$ cat src/rtl/load_writeback_pkg.sv
// Shared load/store types and the load writeback queue entry layout.
package load_writeback_pkg;

    typedef enum logic [2:0] {
        i_LB  = 3'b000,
        i_LH  = 3'b001,
        i_LW  = 3'b010,
        i_LBU = 3'b100,
        i_LHU = 3'b101
    } ls_op_t;

    localparam int LDQ_DEPTH = 2;

    typedef struct packed {
        logic        valid;
        logic [4:0]  rd;
        logic [31:0] data;
    } ld_entry_t;

    function automatic logic [31:0] rd_onehot(input logic [4:0] rd);
        return 32'd1 << rd;
    endfunction

endpackage

$ cat src/rtl/load_align.sv
// Formats a 32-bit memory word per load kind and byte offset (byte/half select, sign/zero extend).
// Purely combinational, no state and no flow control.
module load_align
    import load_writeback_pkg::*;
(
    input  ls_op_t      i_op,
    input  logic [1:0]  i_off,
    input  logic [31:0] i_word,
    output logic [31:0] o_data
);

    logic [7:0]  w_byte;
    logic [15:0] w_half;

    always_comb begin
        w_byte = i_word[{i_off, 3'b000} +: 8];
        w_half = i_off[1] ? i_word[31:16] : i_word[15:0];
        o_data = i_word;
        case (i_op)
            i_LB:    o_data = {{24{w_byte[7]}}, w_byte};
            i_LBU:   o_data = {24'd0, w_byte};
            i_LH:    o_data = {{16{w_half[15]}}, w_half};
            i_LHU:   o_data = {16'd0, w_half};
            i_LW:    o_data = i_word;
            default: o_data = i_word;
        endcase
    end

endmodule

$ cat src/rtl/load_writeback.sv
// Load writeback: stages issued loads, formats read data, shares the RF write port with the ALU (ALU wins).
// One-cycle latency uncontended; displaced results queue (depth 2) and ld_stall holds off issue when S+queue reach 2.
module load_writeback
    import load_writeback_pkg::*;
(
    input  logic        clk,
    input  logic        rst,
    input  logic        ld_issue,
    input  ls_op_t      ld_op,
    input  logic [4:0]  ld_rd_addr,
    input  logic [1:0]  ld_addr_lo,
    input  logic [31:0] d_rd_data,
    input  logic        alu_we,
    input  logic [4:0]  alu_rd_addr,
    input  logic [31:0] alu_wr_data,
    output logic        rf_we,
    output logic [4:0]  rf_wr_addr,
    output logic [31:0] rf_wr_data,
    output logic        ld_stall,
    output logic [31:0] busy_mask
);

    logic        r_s_vld;
    ls_op_t      r_s_op;
    logic [4:0]  r_s_rd;
    logic [1:0]  r_s_off;

    ld_entry_t   r_q [LDQ_DEPTH];
    logic        r_rd_ptr;
    logic        r_wr_ptr;

    logic [31:0] w_s_data;
    logic        w_s_live;
    logic [1:0]  w_q_cnt;
    logic        w_q_live [LDQ_DEPTH];
    logic        w_head_live;
    logic        w_tail_live;
    ld_entry_t   w_head;
    logic        w_pop;
    logic        w_push;
    ld_entry_t   w_q_n [LDQ_DEPTH];
    logic        w_rd_ptr_n;
    logic        w_wr_ptr_n;

    load_align u_align (
        .i_op   (r_s_op),
        .i_off  (r_s_off),
        .i_word (d_rd_data),
        .o_data (w_s_data)
    );

    // A younger ALU write to the same rd makes the pending load result dead.
    assign w_s_live = r_s_vld && !(alu_we && (alu_rd_addr == r_s_rd));
    assign w_q_cnt  = {1'b0, r_q[0].valid} + {1'b0, r_q[1].valid};
    assign ld_stall = (w_q_cnt + {1'b0, r_s_vld}) >= 2'd2;

    always_comb begin
        w_q_n      = r_q;
        w_rd_ptr_n = r_rd_ptr;
        for (int i = 0; i < LDQ_DEPTH; i++) begin
            w_q_live[i] = r_q[i].valid && !(alu_we && (r_q[i].rd == alu_rd_addr));
            w_q_n[i].valid = w_q_live[i];
        end
        // Killed entries are squeezed out so live entries stay contiguous from the read pointer.
        w_head_live = w_q_n[r_rd_ptr].valid;
        w_tail_live = w_q_n[~r_rd_ptr].valid;
        if (!w_head_live && w_tail_live) begin
            w_rd_ptr_n = ~r_rd_ptr;
        end
        w_wr_ptr_n = (w_head_live ^ w_tail_live) ? ~w_rd_ptr_n : w_rd_ptr_n;

        w_head = w_q_n[w_rd_ptr_n];
        w_pop  = !alu_we && w_head.valid;
        w_push = w_s_live && (alu_we || w_head.valid);
        if (w_pop) begin
            w_q_n[w_rd_ptr_n].valid = 1'b0;
            w_rd_ptr_n = ~w_rd_ptr_n;
        end
        if (w_push) begin
            w_q_n[w_wr_ptr_n] = '{valid: 1'b1, rd: r_s_rd, data: w_s_data};
            w_wr_ptr_n = ~w_wr_ptr_n;
        end
    end

    always_comb begin
        rf_we      = 1'b0;
        rf_wr_addr = 5'd0;
        rf_wr_data = 32'd0;
        if (alu_we) begin
            rf_we      = 1'b1;
            rf_wr_addr = alu_rd_addr;
            rf_wr_data = alu_wr_data;
        end else if (w_pop) begin
            rf_we      = 1'b1;
            rf_wr_addr = w_head.rd;
            rf_wr_data = w_head.data;
        end else if (w_s_live) begin
            rf_we      = 1'b1;
            rf_wr_addr = r_s_rd;
            rf_wr_data = w_s_data;
        end
    end

    always_comb begin
        busy_mask = 32'd0;
        if (w_s_live) begin
            busy_mask = busy_mask | rd_onehot(r_s_rd);
        end
        for (int i = 0; i < LDQ_DEPTH; i++) begin
            if (w_q_live[i]) begin
                busy_mask = busy_mask | rd_onehot(r_q[i].rd);
            end
        end
        busy_mask[0] = 1'b0;
    end

    always_ff @(posedge clk or negedge rst) begin
        if (!rst) begin
            r_s_vld  <= 1'b0;
            r_s_op   <= i_LB;
            r_s_rd   <= 5'd0;
            r_s_off  <= 2'd0;
            r_q      <= '{default: '0};
            r_rd_ptr <= 1'b0;
            r_wr_ptr <= 1'b0;
        end else begin
            r_s_vld  <= ld_issue && (ld_rd_addr != 5'd0);
            r_s_op   <= ld_op;
            r_s_rd   <= ld_rd_addr;
            r_s_off  <= ld_addr_lo;
            r_q      <= w_q_n;
            r_rd_ptr <= w_rd_ptr_n;
            r_wr_ptr <= w_wr_ptr_n;
        end
    end

    a_no_issue_when_stalled: assert property (@(posedge clk) disable iff (!rst) !(ld_issue && ld_stall));

endmodule
$ cat config.mk
export PLATFORM = sky130hd
export DESIGN_NAME = load_writeback
export DESIGN_NICKNAME = d
export VERILOG_FILES = /design/src/rtl/load_writeback_pkg.sv /design/src/rtl/load_align.sv /design/src/rtl/load_writeback.sv
export SDC_FILE = /design/constraint.sdc
export NUM_CORES = 1
export LEC_CHECK = 0
export BUFFER_PORTS_ARGS = -buffer_cell sky130_fd_sc_hd__buf_2
export CORE_UTILIZATION = 59
export CTS_BUF_LIST = sky130_fd_sc_hd__clkbuf_8 sky130_fd_sc_hd__clkbuf_16
export CTS_CLUSTER_SIZE = 30
export DETAILED_ROUTE_END_ITERATION = 7
export HOLD_SLACK_MARGIN = 0.1
export PLACE_DENSITY = 0.93
export SLEW_MARGIN = 15
export SYNTH_ARGS = -nofsm -noshare
export SYNTH_HDL_FRONTEND = slang
export SYNTH_SLANG_ARGS = --single-unit
$ cat constraint.sdc
create_clock -name clk -period 9.38 [get_ports clk]
set_input_delay 1.876 -clock clk [delete_from_list [all_inputs] [get_ports clk]]
set_output_delay 1.876 -clock clk [all_outputs]
set_load 0.005 [all_outputs]
==> Word-level counts from Yosys, hierarchy flattened <==
Index checks and enable logic that the tools add are counted.
Widths: inputs -> output; s select.
{ "word_totals": {"register_bits": 88, "input_bits": 83} }
{ "op_classes": {"n_addsub": 2, "n_eq_ne": 6, "n_bitwise": 9, "n_lt_le_gt_ge": 7, "n_reduce_logical": 20, "muxes": 34, "shift": 4} }
{ "op_table": {"columns": ["cell", "n"], "rows": [
  ["$mux 38", 11],
  ["$mux 32", 6],
  ["$bwmux 76", 2],
  ["$mux 76", 2],
  ["$pmux 32 s4", 1],
  ["$shl 1x5->32 const A", 3],
  ["$demux 38 s1", 2],
  ["$or 32x32->32", 2],
  ["$shiftx 32x6->8", 1],
  ["$mux 16", 1],
  ["$eq 5x5->1", 3],
  ["$mux 5", 3],
  ["$logic_and 1x1->1", 12],
  ["$ge 2x2->1 const B", 5],
  ["$not 1->2", 4],
  ["$eq 3x3->1 const B", 2],
  ["$mux 1", 6],
  ["$logic_not 1->1", 5],
  ["$reduce_bool 5->1", 1],
  ["$lt 2x1->1 const B", 2],
  ["$eq 3x1->1 const B", 1],
  ["$logic_not 3->1", 1],
  ["$add 1x1->2", 1],
  ["$add 2x1->2", 1],
  ["other kinds (3)", 4]
]} }

==> Longest topological paths before layout <==
Gate-level depths: netlist of run 1.
{ "logic_depth": {"depth_word": 19, "depth_mapped": 16} }

==> Hierarchy <==
A second synthesis of run 1 with hierarchy kept.
{ "unflattened": {"cells_unflattened": 598, "hier_area_um2": 6082.1} }
{ "by_module_without_submodules": {"columns": ["module", "area_each_um2", "n_inst", "cells_per_inst"], "rows": [
  ["load_writeback", 5236.3, 1, 502],
  ["load_align", 845.8, 1, 96]
]} }

==> Least setup slack after synthesis of run 1 <==
No wires, ideal clock.
{ "synth_path": {"kind": "input to output", "from": "in alu_rd_addr[2]", "to": "out rf_wr_data[15]", "arrival_time_ns": 4.288, "cell_stages": 15, "path_buffers": 5, "setup_slack_ns": 3.216, "t_required_ns": 7.504, "cell_sequence": "xnor2_1 -> nand4_2 -> o21ai_2 -> buf_4 -> buf_4 -> nor2_1 -> a21oi_1 -> ha_1 -> xnor2_1 -> buf_4 -> o211ai_4 -> and2_1 -> buf_6 -> buf_6 -> a221o_1"} }
{ "synth_via": {"elab_chain_cells": 17} }
{ "synth_rtl": {"columns": ["element", "line_no", "rtl"], "rows": [
  ["start, declared", "load_writeback.sv:14", "input logic [4:0] alu_rd_addr,"],
  ["$eq 5x5->1", "load_writeback.sv:61", "w_q_live[i] = r_q[i].valid && !(alu_we && (r_q[i].rd == alu_rd_addr));"],
  ["$logic_and 1x1->1", "load_writeback.sv:61", null],
  ["$logic_not 1->1", "load_writeback.sv:61", null],
  ["$logic_and 1x1->1", "load_writeback.sv:61", null],
  ["$mux 38 (implied by the code) (3 in a row)", "load_writeback.sv:65", "w_head_live = w_q_n[r_rd_ptr].valid;"],
  ["$logic_not 1->1", "load_writeback.sv:67", "if (!w_head_live && w_tail_live) begin"],
  ["$logic_and 1x1->1", "load_writeback.sv:67", null],
  ["$mux 1", "load_writeback.sv:67", null],
  ["$not 1->2 (implied by the code)", "load_writeback.sv:72", "w_head = w_q_n[w_rd_ptr_n];"],
  ["$mux 38 (implied by the code) (3 in a row)", "load_writeback.sv:72", null],
  ["$logic_and 1x1->1", "load_writeback.sv:73", "w_pop = !alu_we && w_head.valid;"],
  ["$mux 32 (*)", "load_writeback.sv:93", "end else if (w_pop) begin"],
  ["$mux 32 (*)", "load_writeback.sv:89", "if (alu_we) begin"],
  ["end, declared", "load_writeback.sv:18", "output logic [31:0] rf_wr_data,"]
]} }
Mark *: on every way between the ends. The rest lies on a longest branch, timed or not. The select of a mux whose other input is x is not followed.

==> Worst setup path after layout of run 1 <==
{ "layout_path": {"from": "in alu_we", "to": "out rf_wr_addr[3]"} }
{ "layout_via": {"elab_chain_cells": 16} }
{ "layout_rtl": {"columns": ["element", "line_no", "rtl"], "rows": [
  ["start, declared", "load_writeback.sv:13", "input logic alu_we,"],
  ["$logic_and 1x1->1", "load_writeback.sv:61", null],
  ["$logic_not 1->1", "load_writeback.sv:61", null],
  ["$logic_and 1x1->1", "load_writeback.sv:61", null],
  ["$mux 38 (implied by the code) (3 in a row)", "load_writeback.sv:65", null],
  ["$logic_not 1->1", "load_writeback.sv:67", null],
  ["$logic_and 1x1->1", "load_writeback.sv:67", null],
  ["$mux 1", "load_writeback.sv:67", null],
  ["$not 1->2 (implied by the code)", "load_writeback.sv:72", null],
  ["$mux 38 (implied by the code) (3 in a row)", "load_writeback.sv:72", null],
  ["$logic_and 1x1->1", "load_writeback.sv:73", null],
  ["$mux 5", "load_writeback.sv:93", null],
  ["$mux 5 (*)", "load_writeback.sv:89", null],
  ["end, declared", "load_writeback.sv:17", "output logic [4:0] rf_wr_addr,"]
]} }
Marks and branches as above.

==> reports/results.tsv, run 1 <==
metric	value	unit
cp_top_family	simple AND/OR/NAND/NOR gates	
grt_start_max_net_pins	71	
slowest_delay	0.89	ns
cp-start-kind	primary input	
yosys_warnings	0	
fp.dieW	107.6	um
wl_per_cell	19.45	um
synthArstFlopShare	100.0	%
hp-class	reg -> reg	
drt.antenna.violating_nets	0	
grt_first_pass_wirelength	32.60	mm
swShare	50.40	%
yosysTopAreaCell	dfrtp_1	
max_freq	126.0	MHz
synthFlopType	dfrtp_1	
grt.overflow.total	0	
dr.pass1.iters	8	
dieHeight	107.6	um
nets	1001	
io_buffers	152	
h-tree-depth	3	
slowest_stage	xnor2_2	
path_common_cell	nand2_1	
drc_errors	1	
grt_use_total	36.03	%
cts_made_buffers	9	
timing.max_cap.violations	0	
ir_worst_vdd	0.2263	mV
syn_nets	911	
dp_slack	1.563	ns
worst_skew_pair.late_latency	0.37	ns
syn_to_final_growth	12.56	%
start_util	60.66	%
hold_viol	0	
grt_pass1_vias	6406	
ios	154	
synth_cell_types	59	
rows	38	
timing.setup.tns	0	ns
cts_tree	done	
crit_path_cell_trace	buf_2, nand2_1, o21a_1, buf_4, nand2_1, o21ai_0, ha_1, xnor2_2, nand2_1, o311ai_0, a21oi_1, buf_2	
p_seq_share	28.2	%
n_antenna_cell	0	
internal_power	1291	uW
clk_pin_slew	0.08	ns
path_buf_inv	3	
hold-worst-slack	0.4863	ns
gp_congestion	0.9951	
post_cts_resized	0	
ys_ff_latch	88	
setup.worst_path.end_class	output port	
required	7.50	ns
postCtsSetupRepairBufs	0	
cts_buffer_depth	2	
seq_area_frac_synth	33.49	%
num_vias	7195	
cts_hold_buf	0	
final_cell_mix	163 x nand2_1, 151 x buf_2, 88 x o21ai_0, 88 x dfrtp_1, 62 x nand3_1	
synth.top_cell.area_share	33.49	%
timing.final.ws_setup	1.446	ns
p_leak	0.003303	uW
nFillCells	879	
synthTopCellsByArea	dfrtp_1 33%, nand2_1 9.3%, o21ai_0 6.7%	
slew_viol_final	0	
path_max_fanout	41	
clkPwrFrac	10.6	%
netSwitchingPower	1312	uW
fin_crit	7.934	ns
cts_sinks	88	
drtIter0Drc	1057	
grt_setup_unrepaired	no	
multi_input_area	0.003953	sq mm
power	2604	uW
violations	DRC	
syn_area_per_cell	7.962	sq um
critPathArrivalTime	6.06	ns
avgViaCountPerCell	6.781	
syn_area	0.006576	sq mm
mostFrequentLayoutCell	nand2_1	
post-route-period-util	84.58	%
slew_headroom	23.57	%
synth_edf_count	0	
status	finished, violations left	
tightest_slew	1.141	ns
place_hpwl	14.47	mm
die_area	0.01157	sq mm
finClkSkew	0.01638	ns
power_density	351.8	mW/mm^2
cts-root-buf	clkbuf_8	
critical_path_class	in -> out	
wl	20.64	mm
drive_gt1_share	22.80	%
syn_inst	826	
combPwrFrac	61.2	%
setup_violations	0	
core_area	0.01084	sq mm
antenna_found_initial	0	
seqCellArea	0.002202	sq mm
[through the flow]
| stage | cells | instance area [sq um] | util [%] |
|---|---|---|---|
| after floorplan | 826 | 6576 | - |
| after global placement | 1044 | 7176 | 66.19 |
| after detailed placement | 1044 | 7176 | 66.19 |
| after CTS | 1060 | 7380 | 68.07 |
| after global routing | 1061 | 7402 | 68.28 |
| final | 1061 | 7402 | 68.28 |
[Yosys cell counts, types with 9 or more instances]
library cell,count
dfrtp_1,88
nor2_1,18
nand2b_1,24
o22ai_1,16
inv_1,9
mux2i_1,11
or4_1,13
xnor2_1,15
mux2_4,10
o211ai_1,35
a21oi_1,38
a211oi_1,16
nor2b_1,10
o21ai_0,88
clkbuf_1,33
nand4_1,25
nand3_1,62
nand2_1,163
buf_2,33
[worst register-to-register path, delay by kind of cell (launching register included)]
kind,cells,cell delay (ns)
AO/OA/AOI/OAI,4,0.68
adder cells (fa/ha/maj),1,0.28
XOR/XNOR,2,0.61
flip-flops,1,0.97
AND/OR/NAND/NOR,2,0.28
buffers and inverters,3,1.01
multiplexers,1,0.34
[final timing paths]
check / start / end / slack [ns] / cells after the start
setup / recovery: alu_we / rf_wr_addr[3] / 1.45 / 12
hold / removal: r_q[10] / r_q[10] / 0.49 / 2
hold reg to reg: r_q[10] / r_q[10] / 0.49 / 2
min in group asynchronous: rst / r_q[4] / 1.47 / 1
setup reg to reg: r_q[74] / r_q[33] / 5.08 / 13
max in group asynchronous: rst / r_q[33] / 6.89 / 2
[per-layer routing]
layer	vias up	global-route usage, %	part of all wire [%]
met5	-	0	0
met2	607	56.04	45
met1	3300	48.99	40
met3	82	5.932	11
met4	0	17.12	4.0
li1	3206	-	-
[registers in the layout, indices dropped and copies added, names as in the netlist]
register  flops
r_s_off       2
r_s_op        3
r_q          76
r_s_vld       1
r_s_rd        5
r_rd_ptr      1
[logic make-up after synthesis]
group           Yosys count  synth area share, %
fa+ha+maj                 2               0.3805
simple gates            345                25.59
compound gates          254                26.26
flops                    88                33.49
xor+xnor                 18                2.607
buf+inv                  91                6.640
other cells               1              0.05702
mux                      27                4.985
[final cells by class]
cell class,instances,area share [%]
inverter,10,0.5071
clock buffer,10,1.859
sequential,88,29.75
multi-input combinational,647,53.40
tap,140,2.366
timing repair buffer,160,11.22
clock inverter,6,0.8959
[power by group through the flow]
stage          Sequential, uW  Clock (uW)  Combinational (uW)
3_3_place_gp              723           0                1490
4_1_cts                   725         276                1540
6_report                  735         276                1590
3_5_place_dp              730           0                1530
5_1_grt                   751         294                1740
2_1_floorplan             631           0                1250
No activity file was read; power rests on OpenSTA's default activity.
==> inputs of run 2 (changes only) <==
- ABC_AREA: unset -> 1
- CORE_UTILIZATION: 59 -> 56
- PLACE_DENSITY: 0.93 -> 0.89
- clock period: 9.38 -> 7.9 ns (I/O delays scaled with it)
==> run 2 against run 1 <==
- the run now ends clean
- critical path depth up 7
- clock skew down 0.0092 ns
- count of clock-buffer cells in the layout down 1
- sequential power up 15%
- critical endpoint is now rf_wr_data[4]
==> reports/results.tsv, run 2 <==
metric	value	unit	change
finClkSkew	0.007202	ns	-0.009175 ns
antenna_found_initial	0		unchanged
syn_nets	1262		+39%
tightest_slew	0.9826	ns	-0.1581 ns
fp.dieW	116.0	um	+7.8%
r2r-end	r_q[70]		
grt.overflow.total	0		unchanged
avgViaCountPerCell	5.643		-17%
path_max_fanout	46		+12%
yosysTopAreaCell	dfrtp_1		
grt_first_pass_wirelength	35.56	mm	+9.1%
drt.antenna.violating_nets	0		unchanged
dr.pass1.iters	5		-3
fin_crit	6.897	ns	
ios	154		unchanged
synthAdderAreaFrac	0.3441	%	-0.036 points
status	complete, no violations		
hold-worst-slack	0.4735	ns	-0.01286 ns
cp_top_family	simple AND/OR/NAND/NOR gates		
gp_congestion	0.9797		-1.5%
seq_area_frac_synth	30.28	%	-3.2 points
yosysMostFrequentCell	nand2_1		
r2r_slack	2.62	ns	-2.46 ns
post-route-period-util	87.30	%	
critical_path_class	in -> out		
grt_setup_unrepaired	no		
ir_worst_vdd	0.4220	mV	+86%
grt_use_total	34.20	%	-1.8 points
postCtsSetupRepairBufs	0		unchanged
synth.top_cell.area_share	30.28	%	-3.2 points
netSwitchingPower	1958	uW	+49%
dpl_cell_area	0.007820	sq mm	+9.0%
timing.max_cap.violations	0		unchanged
synthMuxAreaShare	0.9635	%	-4.0 points
cts_made_buffers	9		unchanged
combPwrFrac	64.2	%	+3.0 points
path_common_cell	nand2_1		
synthTopCellsByArea	dfrtp_1 30%, nand2_1 24%, nand3_1 10%		
synthArstFlopShare	100.0	%	unchanged
mostFrequentLayoutCell	nand2_1		
nFillCells	1225		+39%
crit_path_cell_trace	buf_2, nand2_1, nor2_1, nand3_1, nand2_1, inv_1, nand2_1, o21ai_0, ha_1, or2_1, nand2_4, nand3_2, nand2_1, buf_4, nand3_1, nand2_1, inv_1, nand2_1, buf_2		
synthFlopType	dfrtp_1		
hold_depth	2		unchanged
hp-class	reg -> reg		
start_util	57.62	%	-3.0 points
synth_edf_count	0		unchanged
cts_sinks	88		unchanged
internal_power	1540	uW	+19%
stdcell_area	0.008099	sq mm	+9.4%
post_cts_resized	0		unchanged
worst_skew_pair.late_latency	0.35	ns	-0.02 ns
syn_to_final_growth	11.37	%	
cts-root-buf	clkbuf_16		
setup.worst_path.end_class	output port		
worst_hold_path.endpoint	r_q[28]		
synth-simple-area-share	48.95	%	+23 points
io_buffers	152		unchanged
timing.setup.tns	0	ns	unchanged
syn_inst	1177		+42%
wl	22.50	mm	+9.0%
setup_violations	0		unchanged
largestRegisters	r_q x76, r_s_rd x5, r_s_op x3		
hold_viol	0		unchanged
path_buf_inv	5		+2
drive_gt1_share	19.00	%	-3.8 points
yosys_warnings	0		unchanged
drtIter0Drc	844		-20%
nets	1354		+35%
slew_headroom	34.17	%	+11 points
place_hpwl	15.73	mm	+8.7%
required	6.32	ns	-1.18 ns
dieHeight	116.0	um	+7.8%
h-tree-depth	3		unchanged
clk_pin_slew	0.07	ns	about the same
syn_area_per_cell	6.178	sq um	-22%
swShare	55.97	%	+5.6 points
cts_buffer_depth	2		unchanged
cts_tree	done		
slowest_delay	0.59	ns	-0.30 ns
final_cell_mix	468 x nand2_1, 151 x buf_2, 148 x nand3_1, 88 x dfrtp_1, 85 x inv_1		
p_seq_share	24.2	%	-4.0 points
p_leak	0.004551	uW	+38%
ys_ff_latch	88		unchanged
synth_top_family_by_area	simple AND/OR/NAND/NOR gates		
slowest_stage	nand2_1		
largest_register_ffs	76		unchanged
syn_area	0.007272	sq mm	+11%
reg2reg_depth	19		+6
max_freq	145.0	MHz	
reg2reg_from	r_q[36]		
clkPwrFrac	11.6	%	+1.0 points
cts_hold_buf	0		unchanged
wl_per_cell	15.56	um	-20%
rows	41		+7.9%
core_area	0.01262	sq mm	+16%
crit_start	alu_we		
num_vias	8160		+13%
multi_input_area	0.004174	sq mm	+5.6%
synth_cell_types	39		-34%
cp-start-kind	primary input		
synth_common_cells	468 x nand2_1, 148 x nand3_1, 88 x dfrtp_1		
grt_start_max_net_pins	77		+8.5%
drc_errors	0		-1
synth-compound-area-share	6.745	%	-20 points
holdCritStartpoint	r_q[28]		
power_density	432.0	mW/mm^2	+23%
regMostFlops	r_q		
seqCellArea	0.002202	sq mm	unchanged
critPathArrivalTime	5.32	ns	-0.74 ns
synth-xor-area-share	0.3441	%	-2.3 points
grt_pass1_vias	7117		+11%
n_antenna_cell	0		unchanged
slew_viol_final	0		unchanged
die_area	0.01345	sq mm	+16%
-- run 2: cell count changes after synthesis, moves of 36 or more --
cell     delta
nor2_1     +59
inv_1      +76
nand3_1    +86
nand2_1   +305
o21ai_0    -36
-- run 2: worst reg2reg max path, stage by stage (launching register included) --
cell	delay [ns]
dfrtp_1	0.79
inv_1	0.42
nand2_1	0.14
nand2_1	0.06
nor2_1	0.09
nand3_1	0.15
nand2_1	0.16
inv_1	0.15
nand2_1	0.08
o21ai_0	0.08
ha_1	0.22
or2_1	0.24
nand2_4	0.40
nand3_2	0.21
nand3_4	0.13
buf_4	0.66
nand3_2	0.60
buf_4	0.43
nand2_1	0.11
nand2_1	0.05
-- run 2: area by class of cell --
type	instances	share of cell area, %
flip-flops and latches	88	27.19
multi-input cells	908	51.54
clock buffers	9	2.781
clock inverters	7	0.6643
well taps	172	2.657
repair buffers	164	10.54
inverters	98	4.635
-- run 2: cell families (layout without fill, tap and decap cells) --
family                   count (synthesis)  after routing
AND/OR/NAND/NOR                        810            810
other                                    1              1
adder cells (fa/ha/maj)                  2              2
AO/OA/AOI/OAI                           86             86
buffers and inverters                  181            278
multiplexers                             7              7
XOR/XNOR                                 2              2
flip-flops                              88             88
-- run 2: stage by stage --
step	utilization [%]	worst slack [ns]	cells	total power, uW
6_report	64.18	1.003	1446	3499
5_1_grt	64.18	0.7085	1446	3777
4_1_cts	64.18	1.080	1446	3451
3_5_place_dp	61.97	1.101	1430	3037
3_3_place_gp	61.97	1.179	1430	2995
2_1_floorplan	-	2.678	1177	2609
-- run 2: worst max-delay path by stage --
stage                     slack [ns]  cells past startpoint              to
after global routing            0.71                     19  rf_wr_data[31]
after detailed placement        1.10                     19   rf_wr_data[4]
after CTS                       1.08                     19   rf_wr_data[4]
after floorplan                 2.68                     18  rf_wr_data[10]
after global placement          1.18                     19  rf_wr_data[10]
final                           1.00                     19   rf_wr_data[4]
-- run 2: metal layers --
layer	track usage, %	routed length (um)
met4	17.09	957
met1	45.38	9034
met2	54.09	10210
met5	0	0
met3	5.753	2298
-- run 2: power groups by stage --
stage,logic [uW],registers (uW),clock network (uW)
global route,2480,866,427
detailed placement,2190,845,0
CTS,2210,840,406
floorplan,1860,748,0
finish,2250,845,407
global placement,2160,838,0
